[src/rtl/cache_i_sa.sv]
// Set-associative, read-only instruction cache with true-LRU replacement,
// single-cycle flush and hit/miss counters.
`timescale 1ns/1ps
module cache_i_sa #(
  parameter int ADDR_W     = 30,
  parameter int DATA_W     = 32,
  parameter int LINE_WORDS = 4,
  parameter int SETS       = 8,
  parameter int WAYS       = 2
) (
  input  logic                                  clk,
  input  logic                                  proc_reset_n,
  output logic                                  proc_stall,
  input  logic [ADDR_W-1:0]                     proc_addr,
  input  logic                                  proc_read,
  output logic [DATA_W-1:0]                     proc_rdata,
  input  logic                                  proc_write,
  input  logic [DATA_W-1:0]                     proc_wdata,
  output logic [ADDR_W-$clog2(LINE_WORDS)-1:0]  mem_addr,
  output logic                                  mem_read,
  input  logic [LINE_WORDS*DATA_W-1:0]          mem_rdata,
  output logic                                  mem_write,
  output logic [LINE_WORDS*DATA_W-1:0]          mem_wdata,
  input  logic                                  mem_ready,
  input  logic                                  flush,
  output logic [31:0]                           hit_cnt,
  output logic [31:0]                           miss_cnt
);
  localparam int OW     = $clog2(LINE_WORDS);
  localparam int OFW    = (OW > 0) ? OW : 1;
  localparam int SW     = $clog2(SETS);
  localparam int TW     = ADDR_W - SW - OW;
  localparam int LA     = ADDR_W - OW;
  localparam int MEM_DW = LINE_WORDS * DATA_W;
  localparam int AGW    = (WAYS > 1) ? $clog2(WAYS) : 1;

  typedef enum logic [1:0] {S_IDLE, S_WAIT, S_FILL} state_t;
  typedef logic [WAYS-1:0][AGW-1:0] age_row_t;

  state_t              state_reg;
  logic [LA-1:0]       mem_addr_reg;
  logic [AGW-1:0]      victim_reg;
  logic                drop_reg;
  logic [31:0]         hit_cnt_reg;
  logic [31:0]         miss_cnt_reg;
  logic [WAYS-1:0]     valid_reg [SETS];
  age_row_t            age_reg   [SETS];

  logic [TW-1:0]       req_tag;
  logic [SW-1:0]       req_idx;
  logic [OFW-1:0]      req_off;
  logic [SW-1:0]       fill_idx;
  logic [TW-1:0]       fill_tag;
  logic                fill_we;
  logic [WAYS-1:0]     way_hit;
  logic [WAYS-1:0][MEM_DW-1:0] way_line;
  logic                hit_any;
  logic [AGW-1:0]      hit_way;
  logic [AGW-1:0]      victim_next;
  logic                found;
  logic                lookup_hit;
  logic                lookup_miss;
  logic                unused_ok;

  assign req_tag  = proc_addr[ADDR_W-1 -: TW];
  assign req_idx  = proc_addr[OW +: SW];
  assign fill_idx = mem_addr_reg[SW-1:0];
  assign fill_tag = mem_addr_reg[LA-1 -: TW];
  assign fill_we  = (state_reg == S_WAIT) && mem_ready && !drop_reg && !flush;

  generate
    if (OW > 0) begin : g_off
      assign req_off = proc_addr[OFW-1:0];
    end else begin : g_no_off
      assign req_off = '0;
    end
  endgenerate

  genvar gi;
  generate
    for (gi = 0; gi < WAYS; gi++) begin : g_way
      logic [TW-1:0]     tag_mem  [SETS];
      logic [MEM_DW-1:0] data_mem [SETS];
      always_ff @(posedge clk) begin
        if (fill_we && (victim_reg == AGW'(gi))) begin
          tag_mem[fill_idx]  <= fill_tag;
          data_mem[fill_idx] <= mem_rdata;
        end
      end
      assign way_hit[gi]  = valid_reg[req_idx][gi] && (tag_mem[req_idx] == req_tag);
      assign way_line[gi] = data_mem[req_idx];
    end
  endgenerate

  // Victim: first invalid way, otherwise the least recently used one.
  always_comb begin
    hit_any     = 1'b0;
    hit_way     = '0;
    found       = 1'b0;
    victim_next = '0;
    for (int w = 0; w < WAYS; w++) begin
      if (way_hit[w]) begin
        hit_any = 1'b1;
        hit_way = AGW'(w);
      end
      if (!found && !valid_reg[req_idx][w]) begin
        found       = 1'b1;
        victim_next = AGW'(w);
      end
    end
    if (!found) begin
      for (int w = 0; w < WAYS; w++) begin
        if (age_reg[req_idx][w] == AGW'(WAYS-1)) victim_next = AGW'(w);
      end
    end
  end

  assign lookup_hit  = (state_reg == S_IDLE) && proc_read && hit_any;
  assign lookup_miss = (state_reg == S_IDLE) && proc_read && !hit_any;
  assign proc_stall  = (state_reg != S_IDLE) || lookup_miss;
  assign proc_rdata  = lookup_hit ? way_line[hit_way][req_off*DATA_W +: DATA_W] : '0;
  assign mem_read    = (state_reg == S_WAIT);
  assign mem_addr    = mem_addr_reg;
  assign mem_write   = 1'b0;
  assign mem_wdata   = '0;
  assign hit_cnt     = hit_cnt_reg;
  assign miss_cnt    = miss_cnt_reg;
  assign unused_ok   = ^{proc_write, proc_wdata};

  function automatic age_row_t lru_touch(input age_row_t row, input logic [AGW-1:0] w);
    age_row_t r;
    r = row;
    for (int j = 0; j < WAYS; j++) begin
      if (row[j] < row[w]) r[j] = row[j] + AGW'(1);
    end
    r[w] = '0;
    return r;
  endfunction

  always_ff @(posedge clk or negedge proc_reset_n) begin
    if (!proc_reset_n) begin
      state_reg    <= S_IDLE;
      mem_addr_reg <= '0;
      victim_reg   <= '0;
      drop_reg     <= 1'b0;
      hit_cnt_reg  <= '0;
      miss_cnt_reg <= '0;
      for (int s = 0; s < SETS; s++) begin
        valid_reg[s] <= '0;
        for (int w = 0; w < WAYS; w++) age_reg[s][w] <= AGW'(w);
      end
    end else begin
      case (state_reg)
        S_IDLE: begin
          if (lookup_hit) begin
            hit_cnt_reg      <= hit_cnt_reg + 32'd1;
            age_reg[req_idx] <= lru_touch(age_reg[req_idx], hit_way);
          end
          if (lookup_miss && !flush) begin
            state_reg    <= S_WAIT;
            mem_addr_reg <= proc_addr[ADDR_W-1:OW];
            victim_reg   <= victim_next;
            miss_cnt_reg <= miss_cnt_reg + 32'd1;
          end
        end
        S_WAIT: begin
          if (flush) drop_reg <= 1'b1;
          if (mem_ready) begin
            drop_reg <= 1'b0;
            if (drop_reg || flush) begin
              state_reg <= S_IDLE;
            end else begin
              state_reg                       <= S_FILL;
              valid_reg[fill_idx][victim_reg] <= 1'b1;
            end
          end
        end
        S_FILL: begin
          age_reg[fill_idx] <= lru_touch(age_reg[fill_idx], victim_reg);
          state_reg         <= S_IDLE;
        end
        default: state_reg <= S_IDLE;
      endcase
      // Flush takes priority over any valid bit set in the same cycle.
      if (flush) begin
        for (int s = 0; s < SETS; s++) valid_reg[s] <= '0;
      end
    end
  end
endmodule
[config.mk]
export PLATFORM = sky130hd
export DESIGN_NAME = cache_i_sa
export DESIGN_NICKNAME = d
export VERILOG_FILES = /design/src/rtl/cache_i_sa.sv
export SDC_FILE = /design/constraint.sdc
export NUM_CORES = 2
export LEC_CHECK = 0
export ABC_AREA = 1
export BUFFER_PORTS_ARGS = -buffer_cell sky130_fd_sc_hd__buf_2
export CAP_MARGIN = 10
export CORE_UTILIZATION = 50
export CTS_BUF_LIST = sky130_fd_sc_hd__clkbuf_4 sky130_fd_sc_hd__clkbuf_8
export CTS_CLUSTER_SIZE = 12
export DETAILED_ROUTE_END_ITERATION = 8
export GPL_TIMING_DRIVEN = 1
export MAX_ROUTING_LAYER = met4
export PLACE_DENSITY = 0.69
export SYNTH_ARGS = -nofsm -noshare
export SYNTH_HDL_FRONTEND = slang
export SYNTH_SLANG_ARGS = --single-unit
[constraint.sdc]
create_clock -name clk -period 7.78 [get_ports clk]
set_input_delay 0.778 -clock clk [delete_from_list [all_inputs] [get_ports clk]]
set_output_delay 0.778 -clock clk [all_outputs]
set_load 0.02 [all_outputs]
Yosys cells after proc, flatten, opt, wreduce, memory -nomap -nowiden
Memories as Yosys holds them, arrays and structs flattened.
Cells that the tools add are included.
{"block": "totals", "register_bits": 128, "mem_bits_rw": 2448, "output_inout_bits": 255, "word_cells": 165, "memories": 4}
{"block": "classes", "addsub": 6, "magnitude_cmp": 12, "n_eq_ne": 8, "shift": 1, "n_mux": 63, "bitwise": 8, "reduce_logical": 33}
{"name": "g_way[0].data_mem", "words": 8, "width": 128, "read_ports": 1, "rd_ports_with_merged_regs": 0, "write_ports": 1, "line": "83", "rtl": "logic [MEM_DW-1:0] data_mem [SETS];"}
{"name": "g_way[1].data_mem", "words": 8, "width": 128, "read_ports": 1, "rd_ports_with_merged_regs": 0, "write_ports": 1, "line": "83"}
{"name": "g_way[0].tag_mem", "words": 8, "width": 25, "read_ports": 1, "rd_ports_with_merged_regs": 0, "write_ports": 1, "line": "82", "rtl": "logic [TW-1:0] tag_mem [SETS];"}
{"name": "g_way[1].tag_mem", "words": 8, "width": 25, "read_ports": 1, "rd_ports_with_merged_regs": 0, "write_ports": 1, "line": "82"}
{"cell": "two-way mux 128 bit", "n": 2}
{"cell": "indexed part select 128 x 8 -> 32 bit", "n": 1}
{"cell": "two-way mux 16 bit", "n": 5}
{"cell": "adder 32 x 1 -> 32 bit (second input constant)", "n": 2}
{"cell": "equality test 25 bit", "n": 2}
{"cell": "bitwise mux 16 bit", "n": 2}
{"cell": "two-way mux 32 bit", "n": 1}
{"cell": "case mux 16 bit (2 select lines)", "n": 1}
{"cell": "two-way mux 1 bit", "n": 31}
{"cell": "two-way mux 2 bit", "n": 12}
{"cell": "binary-select mux 2 bit (select 3 bit)", "n": 3}
{"cell": "demux 2 bit (select 3 bit)", "n": 3}
{"cell": "logical AND 1 bit", "n": 16}
{"cell": "OR 16 bit", "n": 1}
{"cell": "AND reduction 2 bit", "n": 5}
{"cell": ">= comparator 4 bit (second input constant)", "n": 2}
{"cell": "less-than comparator 4 x 1 -> 1 bit (second input constant)", "n": 2}
{"cell": "inverter 3 -> 4 bit", "n": 2}
{"cell": "nonzero test 2 bit", "n": 4}
{"cell": "adder 1 bit (second input constant)", "n": 4}
{"cell": "AND 2 bit", "n": 2}
{"cell": "logical NOT 1 bit", "n": 4}
{"cell": "less-than comparator 1 bit", "n": 4}
{"cell": "less-than comparator 1 x 2 -> 1 bit (second input constant)", "n": 2}
{"cell": "other kinds (12)", "n": 18}

Logic depth before layout (Yosys ltp)
{"block": "logic_depth", "word_depth": 16, "ltp_mapped": 25}

Least setup slack after synthesis
OpenSTA, ideal clock, no wires.
{"block": "synth_timing", "path_kind": "input-to-reg", "startpoint": "input port mem_ready", "endpoint": "memory g_way[0].data_mem[0][0] (netlist bit), enable pin", "setup_ns": 0.668, "arrival_ns": 7.897, "setup_slack_ns": -0.785, "cell_stages": 7, "path_buffers": 1, "path_cell_list": "inv_1 -> nor3_1 -> nand2_1 -> nor2_1 -> nand2_1 -> clkbuf_1 -> nor2_1"}
{"block": "synth_via", "elab_chain_cells": 6}
{"item": "start, declared", "line": "24", "rtl": "input logic mem_ready,"}
{"item": "logical AND 1 bit (3 in series)", "line": "69", "rtl": "assign fill_we = (state_reg == S_WAIT) && mem_ready && !drop_reg && !flush;"}
{"item": "logical AND 1 bit", "line": "85", "rtl": "if (fill_we && (victim_reg == AGW'(gi))) begin"}
{"item": "two-way mux 1 bit", "line": "85"}
{"item": "two-way mux 1 bit (implied by the code)", "line": "87", "rtl": "data_mem[fill_idx] <= mem_rdata;"}
{"item": "end, declared", "line": "83"}
No other way between the ends.

Worst setup path after layout
{"block": "layout_timing", "startpoint": "input port proc_addr[2]", "endpoint": "output port proc_rdata[0]"}
{"block": "layout_via", "elab_chain_cells": 10, "elab_cells_between_ends": 20}
{"item": "start, declared", "line": "14", "rtl": "input logic [ADDR_W-1:0] proc_addr,"}
{"item": "branches (longest 9 deep; another with memory (8 x 25 bit))"}
{"item": "two-way mux 32 bit *", "line": "121", "rtl": "assign proc_rdata = lookup_hit ? way_line[hit_way][req_off*DATA_W +: DATA_W] : '0;"}
{"item": "end, declared", "line": "16", "rtl": "output logic [DATA_W-1:0] proc_rdata,"}
Every way passes the cells marked *. The select of a mux whose other input is x is not followed.

==> PnR_summary.wiki <==
{| class="wikitable"
! Metric !! Value
|-
| Worst hold start || mem_rdata[50]
|-
| Total CTS buffers || 418
|-
| CTS root buf || sky130_fd_sc_hd__clkbuf_8
|-
| Number of cells on the worst hold path || 1
|-
| Register-to-register setup slack || between 3 and 4 ns
|-
| Leading cell types in the layout, fill and taps excluded || 2448 x sky130_fd_sc_hd__edfxtp_1, 1550 x sky130_fd_sc_hd__nand2_1, 625 x sky130_fd_sc_hd__o22ai_1, 552 x sky130_fd_sc_hd__nor2_1, 432 x sky130_fd_sc_hd__clkbuf_8
|-
| Area of all placed cells without fillers || roughly 110000 µm²
|-
| Number of sinks handled by clock tree synthesis || approximately 2600
|-
| Transition time of the tightest slew-check pin || between 1 and 1.5 ns
|-
| Peak VDD IR || between 0.2 and 0.25 mV
|-
| Area contributors post-synth || sky130_fd_sc_hd__edfxtp_1 73%, sky130_fd_sc_hd__nand2_1 5.8%, sky130_fd_sc_hd__o22ai_1 3.9%, sky130_fd_sc_hd__dfrtp_1 3.0%, sky130_fd_sc_hd__nor2_1 2.1%
|-
| Total number of nets in the final design || 8325
|-
| Buffer and inverter count on the worst path || 7
|-
| Internal Pwr Total || about 22 mW
|-
| Worst reg-to-reg path cell count || 17
|-
| DRT antenna net count || 0
|-
| Cts repair resizes || 0
|-
| TritonCTS clock tree || built
|-
| Maximum number of pins on one net before global-route repair || between 100 and 150
|-
| Launch instance of the worst register-to-register path || g_way[1].tag_mem[1][19]
|-
| Family with the most delay on the worst path || buffers and inverters
|-
| Hold WC Path Type || in -> reg
|-
| Portion of total power attributed to sequential cells || a little over half
|-
| Type of the worst setup path || in -> out
|-
| Routed wire length || about 280000 µm
|-
| Cell repeated most along the worst path || sky130_fd_sc_hd__nor2_1
|-
| Die Height || between 400 and 500 µm
|-
| Cell Pwr Density || 250.6 nW/µm²
|-
| Clock Path Buffers || 4
|-
| Run status || completed
|-
| Via count of the first global-routing pass || around 63000
|-
| Yosys warning count || 0
|-
| Number of detailed-routing iterations run before antenna repair || 6
|-
| Clock network fraction of total power || 39.5%
|-
| Achievable Freq || 160.3 MHz
|-
| Sequential element share of the synthesized area || approximately 76%
|-
| Leftover overflow at the end of global routing || 0
|-
| Post-synthesis register bit count || between 2000 and 3000
|-
| Routability congestion estimate from global placement || 0.9402
|-
| Required @ worst endpoint || around 7 ns
|-
| Worst setup EP type || output pin
|-
| Power share of the combinational group || under 10%
|-
| Average routed wire per standard cell || around 26 µm
|-
| Fraction of final layout cells sized beyond drive strength 1 || 14.22%
|-
| Setup ws final || around 1.5 ns
|-
| Share of the synthesized area in the top cell type || a little over 70%
|-
| IO Pins || 451
|-
| Highest fanout seen on the critical path || roughly 110
|-
| Placeable core region || between 200000 and 250000 µm²
|-
| Minimum period implied by the final worst setup slack || about 6.2 ns
|-
| Leading cell type in the layout, fill and taps excluded || sky130_fd_sc_hd__edfxtp_1
|-
| Sum of net half-perimeters after detailed placement || roughly 150000 µm
|-
| Worst Hold Endpoint || g_way[1].data_mem[2][50]
|-
| Leading registers by flop count || g_way.data_mem x2048, g_way.tag_mem x400
|-
| Count of different cell masters after synthesis || 47
|-
| Clk_lat worst skew || about 1.1 ns
|-
| Relative slew slack || between 10% and 20%
|-
| Critical Path Slowest Stage Cell || sky130_fd_sc_hd__buf_4
|-
| Data arrival time of the critical path || roughly 5.5 ns
|-
| Site row count || 164
|-
| Floorplan die area || between 200000 and 250000 µm²
|-
| Cell chain of the critical path || buf_6 > inv_6 > buf_12 > nand2_4 > buf_12 > buf_4 > o22ai_1 > or4_1 > inv_1 > nor2_1 > nor2_1 > nor2_1 > nor2_1 > buf_2
|-
| Final critical-path share of the clock period || 80.21%
|-
| Worst slack, placed || 1.677 ns
|-
| Overall fraction of global-route tracks in use || ~28%
|-
| Number of enable flip-flop cells after synthesis || between 2000 and 2500
|-
| Startpoint Class || input port
|-
| Synth area leader || sky130_fd_sc_hd__edfxtp_1
|-
| Wire length of the first global-routing pass || a little over 400000 µm
|-
| Terminus of the critical flop-to-flop path || mem_addr[27]
|-
| Sum of internal, switching and leakage power || around 29 mW
|-
| Worst path max stage delay || ~0.74 ns
|-
| Number of levels in the clock H-tree || 5
|-
| Die outline width || between 400 and 500 µm
|-
| Signed area change from the synthesized netlist to the final layout || 12.75%
|-
| Via-per-instance ratio || around 5.9
|-
| Mean Syn Cell Area || between 10 and 15 µm²
|-
| Number of hold-slack violations in the final timing report || 0
|-
| Final Skew || 0.1336 ns
|-
| Starting utilization of the core area || 50.52%
|-
| Setup repair after global routing missed its margin || no
|-
| Antenna violations before repair || roughly 50
|-
| Synthesized cell area || slightly above 100000 µm²
|-
| Post-Synthesis Cells || around 7600
|-
| Initial detailed-routing violation count || between 8000 and 9000
|-
| Number of buffers inserted by port buffering || 288
|-
| Post-DP Area || around 110000 µm²
|-
| Clock-pin slew on the worst setup and hold paths || around 0.07 ns
|-
| Vias || around 66000
|-
| Largest register FFs || approximately 2000
|-
| Synth async-reset ratio || 4.969%
|-
| Lkg Pwr || about 41 nW
|-
| Most used DFF post-synth || sky130_fd_sc_hd__edfxtp_1
|-
| Net Sw Frac || between 20% and 30%
|-
| Setup violation total in the final timing report || 0
|-
| Final max-slew violation count || 0
|-
| Switching power summed over all nets || between 6 and 7 mW
|-
| Max-cap violations || 0
|-
| Register with the most flip-flops || g_way.data_mem
|-
| DRC viols || 0
|}
through the flow:
step                instances  util, %   TNS, ns  hold WS (ns)
finish                  11135    56.96         0       0.06374
global route            11126    56.95         0       0.01746
CTS                     11095    56.91         0     0.0002096
detailed placement      10290    52.59         0        0.4753
global placement        10290    52.59         0        0.4687
floorplan                7734        -  -1921.82        0.4534
worst register-to-register path, stage by stage (launching register included):
cell,delay (ns)
sky130_fd_sc_hd__edfxtp_1,0.37
sky130_fd_sc_hd__inv_1,0.07
sky130_fd_sc_hd__nand2_1,0.05
sky130_fd_sc_hd__nand3_1,0.10
sky130_fd_sc_hd__nand2_1,0.09
sky130_fd_sc_hd__o21ai_1,0.37
sky130_fd_sc_hd__nand2_1,0.10
sky130_fd_sc_hd__nor2_1,0.10
sky130_fd_sc_hd__nand3_1,0.19
sky130_fd_sc_hd__nor2_4,0.24
sky130_fd_sc_hd__nand2_4,0.49
sky130_fd_sc_hd__nand2_2,0.56
sky130_fd_sc_hd__nor2_4,0.05
sky130_fd_sc_hd__buf_4,0.24
sky130_fd_sc_hd__nand2_4,0.61
sky130_fd_sc_hd__buf_4,0.51
sky130_fd_sc_hd__nand2_1,0.11
sky130_fd_sc_hd__o21ai_0,0.10
cell families after synthesis:
logic type	synth area share [%]
flops	75.67
fa+ha+maj	0.02468
other cells	0.003699
buf+inv	4.222
compound gates	7.208
xor+xnor	0.4492
simple gates	12.42
per-layer routing:
metal	global-route usage, %	vias to the layer above	routed length (µm)
met2	43.92	3836	135200
met3	5.227	642	28650
li1	-	28746	-
met4	11.84	0	11520
met1	36.45	32326	108900
met5	-	-	0
what timing repair did:
item / 4_1_cts / 5_1_grt
setup endpoints to repair: 0 / 0
setup buffers: 0 / 0
hold endpoints to repair: 761 / 0
hold buffers: 73 / 0
worst max-delay path by stage:
| stage | start | endpoint | cells past startpoint |
|---|---|---|---|
| after global routing | proc_addr[2] | proc_rdata[13] | 20 |
| after global placement | proc_addr[3] | proc_rdata[19] | 20 |
| after floorplan | mem_ready | g_way[0].data_mem[0][0] | 7 |
| after detailed placement | proc_addr[2] | mem_addr[27] | 18 |
| after CTS | proc_addr[2] | proc_rdata[8] | 14 |
| final | proc_addr[2] | proc_rdata[0] | 14 |
power groups by stage:
stage               clock network, mW  registers [mW]  logic, mW
finish                           11.3            15.6       1.70
global route                     12.0            15.7       1.84
CTS                              11.4            15.6       1.68
detailed placement                  0            15.9       1.64
global placement                    0            15.9       1.61
floorplan                           0            15.9      0.939
cell type report:
| type | count | area, µm² |
|---|---|---|
| Sequential cell | 2576 | 76720 |
| Timing Repair Buffer | 482 | 3671 |
| Clock buffer | 558 | 6892 |
| Antenna cell | 40 | 100.1 |
| Clock inverter | 174 | 1045 |
| Fill cell | 15806 | 86370 |
| Multi-Input combinational cell | 4259 | 21080 |
| Tap cell | 2656 | 3323 |
| Inverter | 390 | 1480 |
synthesized netlist by cell type, types with 71 or more instances:
cell	number
sky130_fd_sc_hd__edfxtp_1	2448
sky130_fd_sc_hd__dfrtp_1	120
sky130_fd_sc_hd__o221ai_1	119
sky130_fd_sc_hd__or2_2	108
sky130_fd_sc_hd__buf_2	144
sky130_fd_sc_hd__inv_1	380
sky130_fd_sc_hd__nand2_1	1556
sky130_fd_sc_hd__nand3_1	356
sky130_fd_sc_hd__nor4_1	71
sky130_fd_sc_hd__nor3_1	179
sky130_fd_sc_hd__clkbuf_1	143
sky130_fd_sc_hd__o21ai_0	202
sky130_fd_sc_hd__o22ai_1	625
sky130_fd_sc_hd__buf_4	160
sky130_fd_sc_hd__o22a_1	72
sky130_fd_sc_hd__nor2_1	568
(Power assumes the default switching activity.)
